`src/rtl/reg_file.sv`:
```
// 2^W x B register file: one synchronous write port, two combinational read ports.
// Define REG_FILE_WRITE_BYPASS_EN to forward same-cycle write data to the read ports.
module reg_file #(
  parameter int W = 5,
  parameter int B = 32
) (
  input  logic         clk,
  input  logic         n_reset,
  input  logic         wr_en,
  input  logic [W-1:0] w_addr,
  input  logic [B-1:0] w_data,
  input  logic [W-1:0] r_addr_A,
  input  logic [W-1:0] r_addr_B,
  output logic [B-1:0] r_data_A,
  output logic [B-1:0] r_data_B
);

  localparam int DEPTH = 1 << W;

  logic [B-1:0] mem_q [DEPTH];
  logic [B-1:0] mem_d [DEPTH];

  always_comb begin
    mem_d = mem_q;
    if (wr_en) begin
      mem_d[w_addr] = w_data;
    end
  end

  always_ff @(posedge clk or negedge n_reset) begin
    if (!n_reset) begin
      for (int i = 0; i < DEPTH; i++) begin
        mem_q[i] <= '0;
      end
    end else begin
      mem_q <= mem_d;
    end
  end

`ifdef REG_FILE_WRITE_BYPASS_EN
  logic hit_a;
  logic hit_b;

  // Forwarding is gated by reset so reads stay 0 while held in reset.
  always_comb begin
    hit_a = wr_en && n_reset && (r_addr_A == w_addr);
    hit_b = wr_en && n_reset && (r_addr_B == w_addr);
    r_data_A = hit_a ? w_data : mem_q[r_addr_A];
    r_data_B = hit_b ? w_data : mem_q[r_addr_B];
  end
`else
  always_comb begin
    r_data_A = mem_q[r_addr_A];
    r_data_B = mem_q[r_addr_B];
  end
`endif

endmodule

```
`config.mk`:
```
export PLATFORM = sky130hd
export DESIGN_NAME = reg_file
export DESIGN_NICKNAME = d
export VERILOG_FILES = /design/src/rtl/reg_file.sv
export SDC_FILE = /design/constraint.sdc
export NUM_CORES = 2
export LEC_CHECK = 0
export CAP_MARGIN = 20
export CORE_MARGIN = 8
export CORE_UTILIZATION = 40
export CTS_CLUSTER_SIZE = 14
export DETAILED_ROUTE_END_ITERATION = 10
export GPL_TIMING_DRIVEN = 1
export PLACE_DENSITY_LB_ADDON = 0.2
export SETUP_SLACK_MARGIN = 0.2
export SLEW_MARGIN = 10
export SYNTH_ARGS = -nofsm -noshare
export SYNTH_HDL_FRONTEND = slang
export SYNTH_SLANG_ARGS = --single-unit
```
`constraint.sdc`:
```
create_clock -name clk -period 1.9 [get_ports clk]
set_input_delay 0.285 -clock clk [delete_from_list [all_inputs] [get_ports clk]]
set_output_delay 0.285 -clock clk [all_outputs]
set_load 0.03 [all_outputs]
```
==> results.md <==
- The flow ran to the end, but the final reports show violations.
- The checks that failed: negative setup slack.
- The overall power of the completed layout is between 0.06 and 0.07 W.
- The number of global-route vias before repair is around 42000.
- The upper clock frequency limit is slightly below 0.4 GHz.
- The maximum fanout along the worst path is 14.
- The net count after synthesis is ~4700.
- The initial antenna violation count is 7.
- The tightest min-delay check is of the input pin to async pin type.
- The number of I/O port buffers is 113.
- The number of distinct standard cells referenced by the synthesized netlist is 28.
- Across the whole layout, storage elements account for ~26000 µm².
- The net switching fraction of the power is 0.289.
- The number of clock buffers inserted by TritonCTS is roughly 120.
- The kind of critical path is input pin to primary output.
- The worst setup slack after placement is -1.12 ns.
- From left edge to right edge, the die measures between 300 and 400 µm.
- After the first detailed-routing iteration, the DRC count stood at about 3300.
- The register with the most flip-flops in the final layout is mem_q.
- The area occupied by multi-input gates is a little under 30000 µm².
- The share of total power dissipated in sequential elements is 0.423.
- The number of filler cells placed in the layout is around 12000.
- The number of synthesized register bits is about 1000.
- The most common library cell in the layout ignoring fill and taps is sky130_fd_sc_hd__dfrtp_1.
- Data on the critical path is required at its endpoint by about 1.6 ns.
- The first global-routing pass estimated ~280000 µm of wire.
- The Yosys step of the flow raised 0 warnings.
- The pre-antenna-repair detailed-routing pass consisted of 5 iterations.
- Of the total power, combinational logic draws 0.217.
- The clock net in this run drives a total of about 1000 sinks.
- In the layout the commonest cells are 1024 x sky130_fd_sc_hd__dfrtp_1, 1023 x sky130_fd_sc_hd__mux2i_1, 987 x sky130_fd_sc_hd__mux2_2.
- The overall routed net length is roughly 190000 µm.
- The area of the core region is about 140000 µm².
- The clock tree from TritonCTS is done.
- Clock tree synthesis selected as its root buffer the cell sky130_fd_sc_hd__clkbuf_16.
- The max-slew violation count came to 0.
- The total number of vias is 40400.
- The clock-pin slew reported for the worst setup and hold paths after clock tree synthesis is ~0.06 ns.
- The largest registers in the layout are mem_q: 1024 flops.
- The later pin in the worst-skew pair is clocked with a latency of slightly above 0.7 ns.
- After global routing the overflow that remains totals 0.
- After layout, the minimum clock period comes to between 2 and 3 ns.
- Of the synthesized area, sequential elements account for 0.456.
- The final net count is about 5000.
- The post-synthesis average cell area is around 12 µm².
- For the pin with the worst max-slew slack, the measured transition is around 0.55 ns.
- The net switching component of the power is 0.0200 W.
- Entering global routing, the biggest net connects between 70 and 80 pins.
- Setup violations remaining at the end of the flow were counted as 64.
- The number of standard cells in the layout, taps in and fillers out is 6930.
- Adding up every negative setup slack in the final design gives -32.49 ns.
- Setup repair after global routing could not meet its margin everywhere.
- At the worst endpoint, the arrival time is 2.27 ns.
- The buffer depth of the longest clock path is 3.
- The vertical extent of the die is around 400 µm.
- The wire-length estimate of the detail-placed layout is 122000 µm.
- The area added between synthesis and finish is 24.6%.
- The weighted congestion at the end of routability-driven global placement is 0.815.
- The initial cell density of the core is 0.403.
- The share of the clock period used by the worst path after layout is 1.34.
- Across the VDD grid, the largest voltage drop is approximately 0.72 mV.
- For this run, design rule violations remaining after detail routing come to 0.
- The register with the most flip-flops in the layout has around 1000 of them.
- In this run the cell area measured after placement is 64300 µm².
- Once detail routing completed, the nets flagged for antenna violations numbered 0.
- The mapped netlist covers between 50000 and 60000 µm².
- The wire length per cell is between 20 and 30 µm.
- The clock network power share is 0.360.
- The die footprint is between 150000 and 200000 µm².
- The headroom to the max-slew limit is 0.633.
- The via count normalized by instance count is 5.83.
- The clock skew is 0 ns.
- The number of core rows is 137.
- In the synthesized netlist, the number of instances is approximately 4600.
- The post-layout instance area is between 70000 and 80000 µm².
- The tool flagged a number of max-cap violations equal to 0.
- The final count of hold timing violations is 0.
- The worst setup path is captured at a primary output.
- In the final layout, the share of cells above drive strength 1 is 0.401.
- The number of placed cells counting well taps is around 6700.
- For this run, the total global-route usage over all layers was measured as 0.241.
- The cell-internal power is between 0.04 and 0.05 W.
- The H-tree generated during clock tree synthesis spans 3 levels.
- For this design the top-level I/O count stands at 114.
- The launching element type of the critical path is an input pin.
- The power density normalized to cell area is just under 1000 nW/µm².
- Summed over all cells, the static leakage comes to ~33 nW.
- Once routing completed, OpenROAD measured the worst setup slack at -0.650 ns.
-- through the flow --
step,util,hold slack (ns)
2_1_floorplan,-,-0.0106
5_1_grt,0.502,0.194
3_5_place_dp,0.461,0.146
4_1_cts,0.500,0.157
3_3_place_gp,0.461,0.143
6_report,0.502,0.202
-- cell families after synthesis --
logic type             after synthesis  share of synthesized area
muxes                             2048                      0.387
DFF                               1024                      0.456
AOI/OAI and AO/OA                  576                     0.0698
and+or+nand+nor                    513                     0.0438
buffers and inverters              444                     0.0436
-- cells in the mapped netlist --
master | count | share of area
sky130_fd_sc_hd__dfrtp_1 | 1024 | 0.46
sky130_fd_sc_hd__mux2i_1 | 1024 | 0.18
sky130_fd_sc_hd__mux2_2 | 987 | 0.20
sky130_fd_sc_hd__nand2_1 | 211 | 0.014
sky130_fd_sc_hd__nand3_1 | 194 | 0.017
sky130_fd_sc_hd__a21oi_1 | 192 | 0.017
sky130_fd_sc_hd__a22oi_1 | 192 | 0.026
sky130_fd_sc_hd__clkbuf_1 | 190 | 0.013
sky130_fd_sc_hd__a22o_1 | 128 | 0.020
sky130_fd_sc_hd__buf_2 | 110 | 0.0098
sky130_fd_sc_hd__nor3_1 | 65 | 0.0058
sky130_fd_sc_hd__a31oi_1 | 64 | 0.0071
sky130_fd_sc_hd__buf_4 | 59 | 0.0079
sky130_fd_sc_hd__buf_6 | 57 | 0.011
sky130_fd_sc_hd__mux2_1 | 37 | 0.0074
sky130_fd_sc_hd__buf_1 | 28 | 0.0019
sky130_fd_sc_hd__nor2_4 | 16 | 0.0032
sky130_fd_sc_hd__nand2b_1 | 4 | 0.00044
sky130_fd_sc_hd__nand3b_1 | 4 | 0.00053
sky130_fd_sc_hd__nor2b_1 | 4 | 0.00044
sky130_fd_sc_hd__nor2_1 | 3 | 0.00020
sky130_fd_sc_hd__nor3b_2 | 3 | 0.00067
sky130_fd_sc_hd__or2_2 | 3 | 0.00033
sky130_fd_sc_hd__and2_1 | 2 | 0.00022
sky130_fd_sc_hd__and3_1 | 1 | 0.00011
sky130_fd_sc_hd__and3b_1 | 1 | 0.00016
sky130_fd_sc_hd__nor3b_1 | 1 | 0.00013
sky130_fd_sc_hd__or3b_4 | 1 | 0.00020
-- critical path, cell delays in order --
cell                              delay, ns
sky130_fd_sc_hd__clkdlybuf4s50_1       0.52
sky130_fd_sc_hd__or2_2                 0.40
sky130_fd_sc_hd__buf_12                0.19
sky130_fd_sc_hd__nor3_2                0.29
sky130_fd_sc_hd__buf_4                 0.18
sky130_fd_sc_hd__a31oi_4               0.03
sky130_fd_sc_hd__buf_6                 0.14
sky130_fd_sc_hd__nand3_4               0.08
sky130_fd_sc_hd__buf_12                0.13
-- cell type report --
cell class                      instances  area share
Multi-Input combinational cell       3137       0.422
Sequential cell                      1024       0.366
Timing Repair Buffer                  676       0.118
Clock buffer                          155      0.0470
Tap cell                             1876      0.0335
Clock inverter                         61      0.0136
Antenna cell                            1   0.0000357
-- power by group through the flow --
stage	registers, W	logic, W	clock network, W
global placement	0.0294	0.0142	0
finish	0.0293	0.0151	0.0249
CTS	0.0292	0.0150	0.0254
floorplan	0.0287	0.00993	0
detailed placement	0.0296	0.0144	0
global route	0.0299	0.0162	0.0263
-- metal layers --
layer | vias up | GRT usage | share of wire
met1 | 21200 | 0.349 | 0.47
met2 | 1110 | 0.374 | 0.45
li1 | 17800 | - | -
met5 | - | 0 | 0
met4 | 0 | 0.0765 | 0.031
met3 | 293 | 0.0336 | 0.051
-- path summary, 6_finish.rpt --
check                                       start                      to  slack [ns]  cells after the start
min in group clk                        w_data[1]  mem_q[545]$_DFFE_PN0P_        0.45                      3
hold reg to reg            mem_q[538]$_DFFE_PN0P_  mem_q[538]$_DFFE_PN0P_        0.51                      1
max in group asynchronous                 n_reset  mem_q[200]$_DFFE_PN0P_        0.88                      3
setup / recovery                      r_addr_B[3]            r_data_B[12]       -0.65                      9
hold / removal                            n_reset  mem_q[803]$_DFFE_PN0P_        0.20                      3
setup reg to reg           mem_q[832]$_DFFE_PN0P_  mem_q[832]$_DFFE_PN0P_        0.99                      2
-- timing repair --
action / CTS / global route
gates cloned: 3 / 3
pin swaps: 104 / 67
buffers inserted: 15 / 4
gates resized for setup: 203 / 31
hold buffers: 2 / 0
hold endpoints to repair: 789 / 0
setup endpoints to repair: 64 / 170
(Power assumes the default switching activity.)
